<file path="src/rtl/m2vidct_sched_pkg.sv">
// Shared types and constants for the MPEG2 IDCT slot scheduler.
// The stage tag width here sets the width of the per-block tag inside the page pipeline.
package m2vidct_sched_pkg;

  localparam int PIPE_DEPTH  = 3;
  localparam int STAGE_IDX_W = 3;

  localparam logic [1:0] ST_IDLE    = 2'd0;
  localparam logic [1:0] ST_LAUNCH  = 2'd1;
  localparam logic [1:0] ST_RUN     = 2'd2;
  localparam logic [1:0] ST_PRESENT = 2'd3;

  typedef struct packed {
    logic                   valid;
    logic                   coded;
    logic [STAGE_IDX_W-1:0] idx;
  } stage_t;

endpackage

</file>
<file path="src/rtl/m2vidct_sched_if.sv">
// Block-request channel from the decoder and page hand-off channel to motion compensation.
interface m2vidct_sched_if #(
  parameter int IDX_W = 3
) ();

  logic             blk_req;
  logic             blk_coded;
  logic [IDX_W-1:0] blk_idx;
  logic             blk_ack;

  logic             out_valid;
  logic             out_coded;
  logic [IDX_W-1:0] out_idx;
  logic             out_done;

  // Environment side: decoder plus pixel consumer.
  modport master (
    output blk_req, blk_coded, blk_idx, out_done,
    input  blk_ack, out_valid, out_coded, out_idx
  );

  // Scheduler side.
  modport slave (
    input  blk_req, blk_coded, blk_idx, out_done,
    output blk_ack, out_valid, out_coded, out_idx
  );

endinterface

</file>
<file path="src/rtl/m2vidct_sched.sv">
// Slot scheduler for the IDCT: launches column/row passes, shifts blocks through the
// three-page pipeline, presents finished pages and drains the pipeline on flush.
module m2vidct_sched
  import m2vidct_sched_pkg::*;
#(
  parameter int IDX_W = STAGE_IDX_W
) (
  input  logic           clk,
  input  logic           softreset,
  m2vidct_sched_if.slave bus,
  input  logic           flush_req,
  output logic           flush_done,
  input  logic           ready_idct,
  output logic           block_start,
  output logic           s1_enable,
  output logic           s2_enable,
  output logic           idle
);

  // st[0]: column pass, st[1]: row pass, st[2]: page being presented.
  stage_t [PIPE_DEPTH-1:0] st;
  stage_t                  st_new;

  logic [1:0]       state;
  logic             flush_pending;
  logic             blk_ack_q;
  logic             out_valid_q;
  logic             out_coded_q;
  logic [IDX_W-1:0] out_idx_q;

  logic take, drain, go, empty, flush_clear;

  assign take        = bus.blk_req;
  assign drain       = flush_pending & (st[0].valid | st[1].valid);
  assign go          = (state == ST_IDLE) & ready_idct & ~out_valid_q & (take | drain);
  assign empty       = ~st[0].valid & ~st[1].valid;
  assign flush_clear = flush_pending & (state == ST_IDLE) & empty & ~out_valid_q;
  assign st_new      = '{valid: take, coded: bus.blk_coded & take, idx: bus.blk_idx};

  assign flush_done    = flush_clear;
  assign bus.blk_ack   = blk_ack_q;
  assign bus.out_valid = out_valid_q;
  assign bus.out_coded = out_coded_q;
  assign bus.out_idx   = out_idx_q;
  assign idle          = (state == ST_IDLE) & ~st[0].valid & ~st[1].valid & ~st[2].valid
                       & ~out_valid_q;

  // NOTE: every register here is written with <= so all stages shift off the
  // same pre-edge values; a blocking shift would ripple a block through in one cycle.
  always_ff @(posedge clk) begin
    if (softreset) begin
      st            <= '0;
      state         <= ST_IDLE;
      flush_pending <= 1'b0;
      blk_ack_q     <= 1'b0;
      block_start   <= 1'b0;
      s1_enable     <= 1'b0;
      s2_enable     <= 1'b0;
      out_valid_q   <= 1'b0;
      out_coded_q   <= 1'b0;
      out_idx_q     <= '0;
    end else begin
      block_start <= 1'b0;
      blk_ack_q   <= 1'b0;
      s1_enable   <= 1'b0;
      s2_enable   <= 1'b0;

      if (flush_clear)    flush_pending <= 1'b0;
      else if (flush_req) flush_pending <= 1'b1;

      if (out_valid_q && bus.out_done) out_valid_q <= 1'b0;

      case (state)
        ST_IDLE: begin
          if (go) begin
            // s2 uses the block leaving the column pass, i.e. the pre-shift st[0].
            st[0]       <= st_new;
            st[1]       <= st[0];
            st[2]       <= st[1];
            block_start <= 1'b1;
            blk_ack_q   <= take;
            s1_enable   <= st_new.coded;
            s2_enable   <= st[0].valid & st[0].coded;
            state       <= ST_LAUNCH;
          end
        end
        ST_LAUNCH: state <= (s1_enable | s2_enable) ? ST_RUN : ST_PRESENT;
        ST_RUN: begin
          if (ready_idct) state <= ST_PRESENT;
        end
        ST_PRESENT: begin
          // The page moves into the output registers, so the stage is freed here.
          if (st[2].valid) begin
            out_valid_q  <= 1'b1;
            out_coded_q  <= st[2].coded;
            out_idx_q    <= st[2].idx;
            st[2].valid  <= 1'b0;
          end
          state <= ST_IDLE;
        end
        default: state <= ST_IDLE;
      endcase
    end
  end

endmodule

</file>
<file path="src/flat_wrapper.sv">
// flat-port wrapper written by rule: the top's interface ports become plain ports
module m2vidct_sched_flat import m2vidct_sched_pkg::*;
#(
  parameter int IDX_W = STAGE_IDX_W
)
  (clk, softreset, flush_req, flush_done, ready_idct, block_start, s1_enable, s2_enable, idle, bus_blk_req, bus_blk_coded, bus_blk_idx, bus_out_done, bus_blk_ack, bus_out_valid, bus_out_coded, bus_out_idx);
  m2vidct_sched_if #(.IDX_W(IDX_W)) bus_i ();
  input  logic clk;
  input  logic softreset;
  input  logic flush_req;
  output logic flush_done;
  input  logic ready_idct;
  output logic block_start;
  output logic s1_enable;
  output logic s2_enable;
  output logic idle;
  input wire logic [$bits(bus_i.blk_req)-1:0] bus_blk_req;
  input wire logic [$bits(bus_i.blk_coded)-1:0] bus_blk_coded;
  input wire logic [$bits(bus_i.blk_idx)-1:0] bus_blk_idx;
  input wire logic [$bits(bus_i.out_done)-1:0] bus_out_done;
  output wire logic [$bits(bus_i.blk_ack)-1:0] bus_blk_ack;
  output wire logic [$bits(bus_i.out_valid)-1:0] bus_out_valid;
  output wire logic [$bits(bus_i.out_coded)-1:0] bus_out_coded;
  output wire logic [$bits(bus_i.out_idx)-1:0] bus_out_idx;
  assign bus_i.blk_req = bus_blk_req;
  assign bus_i.blk_coded = bus_blk_coded;
  assign bus_i.blk_idx = bus_blk_idx;
  assign bus_i.out_done = bus_out_done;
  assign bus_blk_ack = bus_i.blk_ack;
  assign bus_out_valid = bus_i.out_valid;
  assign bus_out_coded = bus_i.out_coded;
  assign bus_out_idx = bus_i.out_idx;
  m2vidct_sched #(.IDX_W(IDX_W)) u_core (.clk(clk), .softreset(softreset), .bus(bus_i), .flush_req(flush_req), .flush_done(flush_done), .ready_idct(ready_idct), .block_start(block_start), .s1_enable(s1_enable), .s2_enable(s2_enable), .idle(idle));
endmodule
</file>
<file path="config.mk">
export PLATFORM = sky130hd
export DESIGN_NAME = m2vidct_sched_flat
export DESIGN_NICKNAME = d
export VERILOG_FILES = /design/src/rtl/m2vidct_sched_pkg.sv /design/src/rtl/m2vidct_sched_if.sv /design/src/rtl/m2vidct_sched.sv /design/src/flat_wrapper.sv
export SDC_FILE = /design/constraint.sdc
export NUM_CORES = 1
export LEC_CHECK = 0
export ABC_AREA = 1
export CAP_MARGIN = 20
export CORE_ASPECT_RATIO = 1.25
export CORE_UTILIZATION = 25
export DETAILED_ROUTE_END_ITERATION = 16
export GPL_TIMING_DRIVEN = 0
export SLEW_MARGIN = 20
export SYNTH_ARGS = -nofsm -noshare
export SYNTH_HDL_FRONTEND = slang
export SYNTH_SLANG_ARGS = --single-unit
</file>
<file path="constraint.sdc">
create_clock -name clk -period 2.05 [get_ports clk]
set_clock_uncertainty 0.1 [all_clocks]
set_input_delay 0.41 -clock clk [delete_from_list [all_inputs] [get_ports clk]]
set_output_delay 0.41 -clock clk [all_outputs]
set_load 0.02 [all_outputs]
</file>
---- Word level (Yosys, flattened, before mapping) ----
Cells that the tools add are included.
storage, ports and cells
  logic and storage cells ................. 66
  bits in registers ....................... 27
cells by class
  equality and inequality tests ........... 5
  multiplexer cells ....................... 10
  reductions and logical operators ........ 10
  bitwise logic cells ..................... 23
operators with widths
  kind                                                    count
  two-way mux 15 bit                                      1
  bitwise AND 1 bit                                       14
  case mux 2 bit (4 select lines)                         1
  AND reduction 2 bit                                     4
  inverter 1 bit                                          6
  two-way mux 1 bit                                       5
  equality test 2 bit (second input constant)             2
  two-way mux 2 bit                                       2
  OR reduction 2 bit                                      2
  OR 1 bit                                                3
  OR reduction 3 bit                                      1
  equality test 2 x 1 -> 1 bit (second input constant)    1
  logical NOT 2 bit                                       1
  inequality test 2 x 1 -> 1 bit (second input constant)  1
  inequality test 2 bit (second input constant)           1
  case mux 1 bit (2 select lines)                         1
  nonzero test 2 bit                                      1
  logical AND 1 bit                                       1

---- Longest topological paths before layout ----
Gate-level depths: netlist of run 1.
  depth in word-level cells ............... 6
  depth in mapped cells ................... 9

---- Least setup slack after synthesis of run 1 ----
Ideal clock, no wire load.
  path kind ............................... register to output
  from .................................... register u_core.state[0]
  to ...................................... output flush_done
  cell stages (with the launch flop) ...... 5
  setup slack ............................. 0.507 ns
  buffers on the path ..................... 0
  arrival ................................. 1.033 ns
  cells stage by stage .................... dfxtp_1 inv_1 ha_1 nand3_1 nor2_1
on the way
  word-level cells in the longest chain between the ends .. 4
ends and longest elaborated chain
  element                          RTL line             RTL
  start: declaration               m2vidct_sched.sv:24  logic [1:0] state;
  start signal: assignment         m2vidct_sched.sv:87  ST_LAUNCH: state <= (s1_enable | s2_enable) ? ST_RUN : ST_PRESENT;
  logical NOT 2 bit                m2vidct_sched.sv:37  assign flush_clear = flush_pending & (state == ST_IDLE) & empty & ~out_valid_q;
  bitwise AND 1 bit (3 in series)  m2vidct_sched.sv:37
  end: declaration                 flat_wrapper.sv:11   output logic flush_done;
No other way between the ends.

---- Final worst setup path of run 1 ----
Same ends and word-level chain as after synthesis.

==> flow_metrics.py, run 1 <==
metrics = {
    "route": {
        "avgViaCountPerCell": 3.99,
        "remaining_drc_errors": 0,
        "drt_iter0_drc": 10,
        "detail_route.wirelength_um": 2060,
        "wire_per_inst_um": 9.42,
        "num_vias": 873,
        "firstDrtPassIters": 3,
        "ant_nets": 0,
    },
    "clocking": {
        "h-tree-depth": 1,
        "root_buffer": "clkbuf_8",
        "clk_path_buf_depth": 2,
        "cts_buffers": 3,
        "cts.sinks": 27,
        "clk_latency_ns": 0.27,
        "clk_pin_slew_ns": 0.09,
        "tritoncts": "done",
    },
    "outcome": {
        "status": "complete, no violations",
    },
    "global_route": {
        "grt_overflow": 0,
        "busiest_layer": "met2",
        "grt_usage_pct": 10.2,
        "grt_util_met1_pct": 11.2,
        "antenna_found_initial": 0,
        "grt_max_degree": 17,
        "grt_pass1_vias": 852,
        "grt_pass1_wl_um": 3570,
        "grtUsageMet3_pct": 1.52,
        "grt_use_met2_pct": 17.1,
    },
    "logic_synthesis": {
        "seq_area_frac_synth_pct": 48.3,
        "avgSynthCellArea_um2": 8.05,
        "yosys-top-cells-count": "nor2_1 (37), dfxtp_1 (27), o21ai_0 (14)",
        "synthMuxAreaShare_pct": 0,
        "synth.area.top_cells": "dfxtp_1 (48%), nor2_1 (12%), o21ai_0 (6.3%)",
        "synth_top_family_by_area": "simple AND/OR/NAND/NOR gates",
        "synthXorXnorAreaFrac_pct": 0,
        "yosysMostFrequentCell": "nor2_1",
        "synth_top_area_share_pct": 48.3,
        "synth_top_area_cell": "dfxtp_1",
        "synthArstFlopShare_pct": 0,
        "yosys_warnings": 0,
        "ys.flop_type": "dfxtp_1",
        "synth-simple-area-share_pct": 26.5,
        "synth_compound_area_share_pct": 11.0,
        "synth_fa_ha_area_share_pct": 5.59,
        "syn_area_um2": 1120,
        "synth_fp_nets": 154,
        "synthDistinctLibCells": 23,
        "synth-seq-cells": 27,
        "synthCells": 139,
        "synth_edf_count": 0,
    },
    "finish": {
        "nNetsFinal": 179,
        "fillCellCount": 433,
        "fin_area_um2": 1430,
        "drive_above_1_share_pct": 16.0,
        "area_growth_pct": 28.2,
        "final_cells": 219,
        "n_antenna_cell": 0,
    },
    "min_path": {
        "min_path_type": "reg -> reg",
    },
    "sta": {
        "hold_violations": 0,
        "grt_setup_unrepaired": "no",
        "setup_violations": 0,
        "setup_ws_ns": 0.173,
        "setup_tns_ns": 0,
        "fin_crit_sh_pct": 91.6,
        "finalCriticalPeriod_ns": 1.88,
        "max_freq_mhz": 533,
        "maxSlewViolCount": 0,
        "slew_headroom_pct": 80.9,
        "worst_slew_pin_slew_ns": 0.286,
    },
    "placement": {
        "portBuffers": 20,
        "placed_cells": 215,
        "dp_hpwl_um": 1520,
        "place_ws_ns": -0.0411,
        "gp_congestion": 0.706,
        "postPlaceCellArea_um2": 1390,
    },
    "floorplan": {
        "dieArea_um2": 4750,
        "boundaryPins": 21,
        "initial_core_util_pct": 26.7,
        "rows": 26,
        "fp.coreArea_um2": 4200,
        "fp.dieH_um": 76.8,
        "die_x_um": 61.8,
    },
    "critical_path": {
        "worstPathArrival_ns": 1.37,
        "required_ns": 1.54,
        "cp-end-kind": "primary output",
        "start_kind": "flip-flop",
        "crit_fanout": 6,
        "worstSetupPathType": "reg -> out",
    },
    "power_and_ir_drop": {
        "powerDensity_nw_per_um2": 972,
        "vdd_ir_drop_max_mv": 0.222,
        "leakage_nw": 0.593,
    },
    "flow_run": {
        "drv_cap": 0,
    },
}
-- kinds of logic (layout without fill, tap and decap cells) --
family / Yosys count / count (layout)
compound gates: 24 / 24
fa+ha+maj: 5 / 5
buf+inv: 18 / 42
flops: 27 / 27
simple gates: 65 / 65
-- metal layers --
metal | up-vias | share of wire (%) | routed length, µm
met4 | 0 | 2.8 | 57
met2 | 14 | 48 | 994
met3 | 4 | 2.3 | 47
met1 | 369 | 47 | 964
met5 | - | 0 | 0
li1 | 486 | - | -
-- report_power, final --
part,switching (W),internal (W),total [W]
registers,0.0000531,0.000599,0.000652
logic,0.000250,0.000187,0.000437
clock network,0.000167,0.000138,0.000305
-- worst max-delay path, stage by stage (launching register included) --
cell,delay [ns]
dfxtp_2,0.36
inv_1,0.11
ha_2,0.21
nand3_1,0.13
nor2_2,0.12
buf_2,0.17
-- placed cells by master, fill, tap and decap left out, drive strengths merged --
| master | Yosys | routed |
|---|---|---|
| clkinvlp | 0 | 1 |
| o21ai | 19 | 19 |
| o21bai | 1 | 1 |
| or2 | 1 | 1 |
| buf | 3 | 4 |
| nor2 | 43 | 43 |
| nand3 | 5 | 5 |
| clkdlybuf4s50 | 0 | 18 |
| nand2 | 14 | 14 |
| inv | 14 | 14 |
| dfxtp | 27 | 27 |
| nor3 | 2 | 2 |
| ha | 5 | 5 |
| clkbuf | 1 | 5 |
| a21oi | 4 | 4 |
-- metrics by stage --
| step | hold WS, ns | utilization (%) | power [W] |
|---|---|---|---|
| after floorplan | 0.334 | - | 0.000985 |
| after global routing | 0.395 | 34.2 | 0.00150 |
| after global placement | 0.354 | 33.1 | 0.00111 |
| final | 0.365 | 34.2 | 0.00139 |
| after CTS | 0.366 | 34.4 | 0.00142 |
| after detailed placement | 0.351 | 33.1 | 0.00111 |
-- final timing paths --
check	start	to	slack (ns)	cells past startpoint
min	u_core.st[8]	u_core.st[8]	0.37	2
max reg2reg	u_core.state[0]	u_core.st[5]	0.49	8
min reg2reg	u_core.st[8]	u_core.st[8]	0.37	2
max	u_core.state[0]	flush_done	0.17	5
-- repair_timing --
| action | 4_1_cts | 5_1_grt |
|---|---|---|
| buffers inserted | 0 | 0 |
| resized for setup | 7 | 4 |
| endpoints found under the setup margin | 2 | 2 |
| hold buffers | 0 | 0 |
-- state kept, by name, indices dropped and copies added, names as in the netlist --
name and cells:
u_core.bus.out_valid 1, u_core.s2_enable 1, u_core.bus.out_coded 1, u_core.state 2
u_core.bus.out_idx 3, u_core.flush_pending 1, u_core.bus.blk_ack 1, u_core.st 15
u_core.s1_enable 1, u_core.block_start 1
-- layout make-up --
type,instances,area (µm²),area share (%)
clock inverter,1,7.51,0.524
inverter,14,55.1,3.84
multi-input combinational,94,487,33.9
buffer,4,41.3,2.88
timing repair buffer,20,190,13.3
clock buffer,3,41.3,2.88
tap,56,70.1,4.89
sequential,27,542,37.8
Power figures use the tool's default switching activity.
==> run 2: changes to the inputs <==
- CORE_UTILIZATION: 25 -> 50
- GPL_TIMING_DRIVEN: 0 -> 1
- PLACE_DENSITY: not set -> 0.77
- SKIP_LAST_GASP: not set -> 1
==> flow_metrics.py, run 2 (synthesis results as in run 1) <==
metrics = {
    "outcome": {
        "status": "complete, no violations",
    },
    "critical_path": {
        "crit_fanout": 4,
        "worstSetupPathType": "reg -> out",
        "start_kind": "flip-flop",
        "worstPathArrival_ns": 1.38,
        "required_ns": 1.54,
        "cp-end-kind": "primary output",
    },
    "global_route": {
        "grt_pass1_vias": 877,
        "busiest_layer": "met2",
        "grt_pass1_wl_um": 3330,
        "grt_overflow": 0,
        "grt_max_degree": 20,
        "grt_usage_pct": 19.2,
        "grt_util_met1_pct": 20.5,
        "grtUsageMet3_pct": 3.30,
        "antenna_found_initial": 0,
        "grt_use_met2_pct": 34.1,
    },
    "clocking": {
        "clk_pin_slew_ns": 0.13,
        "cts_buffers": 3,
        "clk_latency_ns": 0.33,
        "tritoncts": "done",
        "clk_path_buf_depth": 2,
        "h-tree-depth": 1,
        "post_cts_buffers": 0,
        "root_buffer": "clkbuf_4",
        "cts-resized-gates": 5,
        "cts.sinks": 27,
        "holdBufCountCts": 0,
    },
    "finish": {
        "largest_reg_flops": 15,
        "top_register": "u_core.st",
        "n_antenna_cell": 0,
        "final_cells": 193,
        "final_common_cell": "nor2_1",
        "fin_area_um2": 1360,
        "area_growth_pct": 21.7,
        "drive_above_1_share_pct": 13.5,
        "nNetsFinal": 179,
        "layout_common_cells": "nor2_1 (37), dfxtp_1 (27), clkdlybuf4s50_1 (18), o21ai_0 (14), nand2_1 (12)",
    },
    "floorplan": {
        "dieArea_um2": 2430,
        "boundaryPins": 21,
        "fp.dieH_um": 54.9,
        "die_x_um": 44.3,
        "rows": 18,
        "fp.coreArea_um2": 2050,
        "initial_core_util_pct": 54.6,
    },
    "sta": {
        "grt_setup_unrepaired": "no",
        "hold_violations": 0,
        "worst_slew_pin_slew_ns": 0.218,
        "setup_tns_ns": 0,
        "fin_crit_sh_pct": 92.1,
        "setup_violations": 0,
        "finalCriticalPeriod_ns": 1.89,
        "maxSlewViolCount": 0,
        "slew_headroom_pct": 85.4,
        "max_freq_mhz": 530,
        "setup_ws_ns": 0.162,
    },
    "route": {
        "remaining_drc_errors": 0,
        "ant_nets": 0,
        "detail_route.wirelength_um": 2040,
        "avgViaCountPerCell": 4.89,
        "drt_iter0_drc": 12,
        "firstDrtPassIters": 4,
        "wire_per_inst_um": 10.5,
        "num_vias": 943,
    },
    "placement": {
        "dp_hpwl_um": 1570,
        "postPlaceCellArea_um2": 1350,
        "gp_congestion": 0.824,
        "placed_cells": 189,
        "place_ws_ns": 0.0581,
        "portBuffers": 20,
    },
    "power_and_ir_drop": {
        "comb_power_share_pct": 33.9,
        "switching_share_pct": 34.7,
        "p_int_w": 0.000859,
        "switchingPower_w": 0.000456,
        "vdd_ir_drop_max_mv": 0.633,
        "p_clk_share_pct": 17.2,
        "power_frac_seq_pct": 48.8,
        "power_w": 0.00131,
        "powerDensity_nw_per_um2": 966,
        "leakage_nw": 0.584,
    },
    "min_path": {
        "min_path_type": "reg -> reg",
    },
    "flow_run": {
        "drv_cap": 0,
    },
}
==> run 2: final timing paths <==
check                   from         endpoint  slack, ns  cells past startpoint
max          u_core.state[1]       flush_done       0.16                      5
min             u_core.st[8]     u_core.st[8]       0.37                      2
max reg2reg  u_core.state[1]  u_core.state[0]       0.36                      9
min reg2reg     u_core.st[8]     u_core.st[8]       0.37                      2
==> run 2: power by group through the flow <==
stage | clock [W] | sequential [W] | combinational (W)
after CTS | 0.000237 | 0.000641 | 0.000463
final | 0.000227 | 0.000642 | 0.000446
after global placement | 0 | 0.000650 | 0.000447
after global routing | 0.000253 | 0.000651 | 0.000510
after floorplan | 0 | 0.000656 | 0.000329
after detailed placement | 0 | 0.000653 | 0.000468
==> run 2: worst max-delay path, stage by stage (launching register included) <==
cell	delay, ns
dfxtp_1	0.37
inv_2	0.09
ha_1	0.16
nand3_1	0.12
nor2_1	0.13
buf_2	0.18
==> run 2: layout make-up <==
cell class	instances	area [µm²]
flip-flops and latches	27	541
repair buffers	24	220
inverters	14	55.1
fillers	177	688
clock buffers	4	26.3
multi-input cells	94	482
well taps	30	37.5
==> run 2: per-stage QoR <==
step | util, % | hold slack (ns)
2_1_floorplan | - | 0.334
3_3_place_gp | 65.6 | 0.354
3_5_place_dp | 65.6 | 0.351
4_1_cts | 67.0 | 0.371
5_1_grt | 66.4 | 0.386
6_report | 66.4 | 0.370
==> run 2: metal layers <==
layer	vias to the layer above	wire (µm)
li1	484	-
met1	432	843
met2	22	1060
met3	5	80
met4	0	53
met5	-	0
==> run 3: changes to the inputs <==
- CAP_MARGIN: 20 -> 5
- MAX_ROUTING_LAYER: not set -> met4
==> flow_metrics.py, run 3 (synthesis results as in run 1) <==
metrics = {
    "route": {
        "detail_route.wirelength_um": 1980,
        "ant_nets": 0,
        "drt_iter0_drc": 8,
        "remaining_drc_errors": 0,
        "avgViaCountPerCell": 4.73,
        "wire_per_inst_um": 10.3,
        "firstDrtPassIters": 4,
        "num_vias": 913,
    },
    "sta": {
        "hold_violations": 0,
        "finalCriticalPeriod_ns": 1.89,
        "setup_tns_ns": 0,
        "worst_slew_pin_slew_ns": 0.226,
        "maxSlewViolCount": 0,
        "max_freq_mhz": 530,
        "whs_ns": 0.372,
        "setup_ws_ns": 0.162,
        "setup_violations": 0,
        "fin_crit_sh_pct": 92.1,
        "grt_setup_unrepaired": "no",
        "slew_headroom_pct": 84.9,
    },
    "min_path": {
        "hold_path_end": "u_core.st[8]",
        "hp-start": "u_core.st[8]",
        "min_path_type": "reg -> reg",
        "hold_path_depth": 2,
    },
    "critical_path": {
        "cp-end-kind": "primary output",
        "worstSetupPathType": "reg -> out",
        "reg2reg_to": "u_core.state[1]",
        "crit_fanout": 3,
        "required_ns": 1.54,
        "worstPathArrival_ns": 1.38,
        "start_kind": "flip-flop",
        "rrSetupSlack_ns": 0.36,
        "reg2reg_from": "u_core.state[0]",
        "reg2reg_depth": 10,
    },
    "finish": {
        "nNetsFinal": 179,
        "drive_above_1_share_pct": 14.7,
        "largest_reg_flops": 15,
        "fin_area_um2": 1370,
        "top_register": "u_core.st",
        "layout_common_cells": "nor2_1 (37), dfxtp_1 (26), clkdlybuf4s50_1 (18), o21ai_0 (14), nand2_1 (12)",
        "final_common_cell": "nor2_1",
        "n_antenna_cell": 0,
        "area_growth_pct": 22.0,
    },
    "power_and_ir_drop": {
        "vdd_ir_drop_max_mv": 0.666,
        "switching_share_pct": 34.7,
        "powerDensity_nw_per_um2": 969,
        "switchingPower_w": 0.000458,
        "leakage_nw": 0.583,
        "comb_power_share_pct": 34.5,
        "p_int_w": 0.000864,
        "p_clk_share_pct": 16.9,
        "power_frac_seq_pct": 48.6,
        "power_w": 0.00132,
    },
    "clocking": {
        "cts_buffers": 3,
        "cts.sinks": 27,
        "root_buffer": "clkbuf_4",
        "h-tree-depth": 1,
        "clk_path_buf_depth": 2,
        "clk_pin_slew_ns": 0.13,
        "clk_latency_ns": 0.32,
        "tritoncts": "done",
        "holdBufCountCts": 0,
    },
    "global_route": {
        "grt_pass1_wl_um": 3310,
        "grt_overflow": 0,
        "antenna_found_initial": 0,
        "grt_pass1_vias": 842,
        "grt_max_degree": 20,
        "grt_usage_pct": 19.7,
    },
    "floorplan": {
        "fp.coreArea_um2": 2050,
        "boundaryPins": 21,
        "dieArea_um2": 2430,
        "rows": 18,
        "fp.dieH_um": 54.9,
        "initial_core_util_pct": 54.6,
        "die_x_um": 44.3,
    },
    "placement": {
        "dp_hpwl_um": 1500,
        "portBuffers": 20,
        "place_ws_ns": 0.0359,
        "postPlaceCellArea_um2": 1350,
        "gp_congestion": 0.793,
    },
    "flow_run": {
        "drv_cap": 0,
    },
    "outcome": {
        "status": "complete, no violations",
    },
}
[run 3: worst max-delay path by stage]
stage | from | endpoint | slack [ns] | depth (start not counted)
CTS | u_core.state[1] | flush_done | -0.007 | 5
global route | u_core.state[0] | flush_done | 0.02 | 5
detailed placement | u_core.state[1] | flush_done | 0.04 | 5
floorplan | u_core.state[0] | flush_done | 0.51 | 4
finish | u_core.state[0] | flush_done | 0.16 | 5
global placement | u_core.state[1] | flush_done | 0.10 | 5
[run 3: layer usage]
layer  wire, µm  part of all wire (%)  GRT usage (%)
met5          0                     0              -
met3         40                   2.0           2.97
met1        874                    44           21.0
met4         53                   2.7           12.1
met2       1010                    51           34.3
[run 3: repair_timing]
| item | in CTS | in global routing |
|---|---|---|
| endpoints found under the setup margin | 2 | 2 |
| setup buffers | 0 | 0 |
| resized for setup | 6 | 5 |
[run 3: metrics by stage]
stage | utilization, % | cells
2_1_floorplan | - | 139
5_1_grt | 66.6 | 193
3_3_place_gp | 65.6 | 189
4_1_cts | 67.0 | 193
6_report | 66.6 | 193
3_5_place_dp | 65.6 | 189
[run 3: power groups by stage]
stage                     clock network (W)  logic [W]  registers, W
after floorplan                           0   0.000329      0.000656
after global placement                    0   0.000448      0.000649
after detailed placement                  0   0.000472      0.000652
after CTS                          0.000233   0.000470      0.000640
after global routing               0.000248   0.000513      0.000652
final                              0.000223   0.000457      0.000642
[run 3: layout make-up]
| class | count | area, µm² |
|---|---|---|
| timing repair buffer | 24 | 220 |
| clock buffer | 4 | 26.3 |
| fill | 188 | 684 |
| tap | 30 | 37.5 |
| multi-input combinational | 94 | 484 |
| sequential | 27 | 542 |
| inverter | 14 | 55.1 |
[run 3: worst max-delay path, cell delays in order (launching register included)]
cell	delay [ns]
dfxtp_1	0.34
inv_1	0.11
ha_2	0.20
nand3_1	0.10
nor2_1	0.12
buf_2	0.18
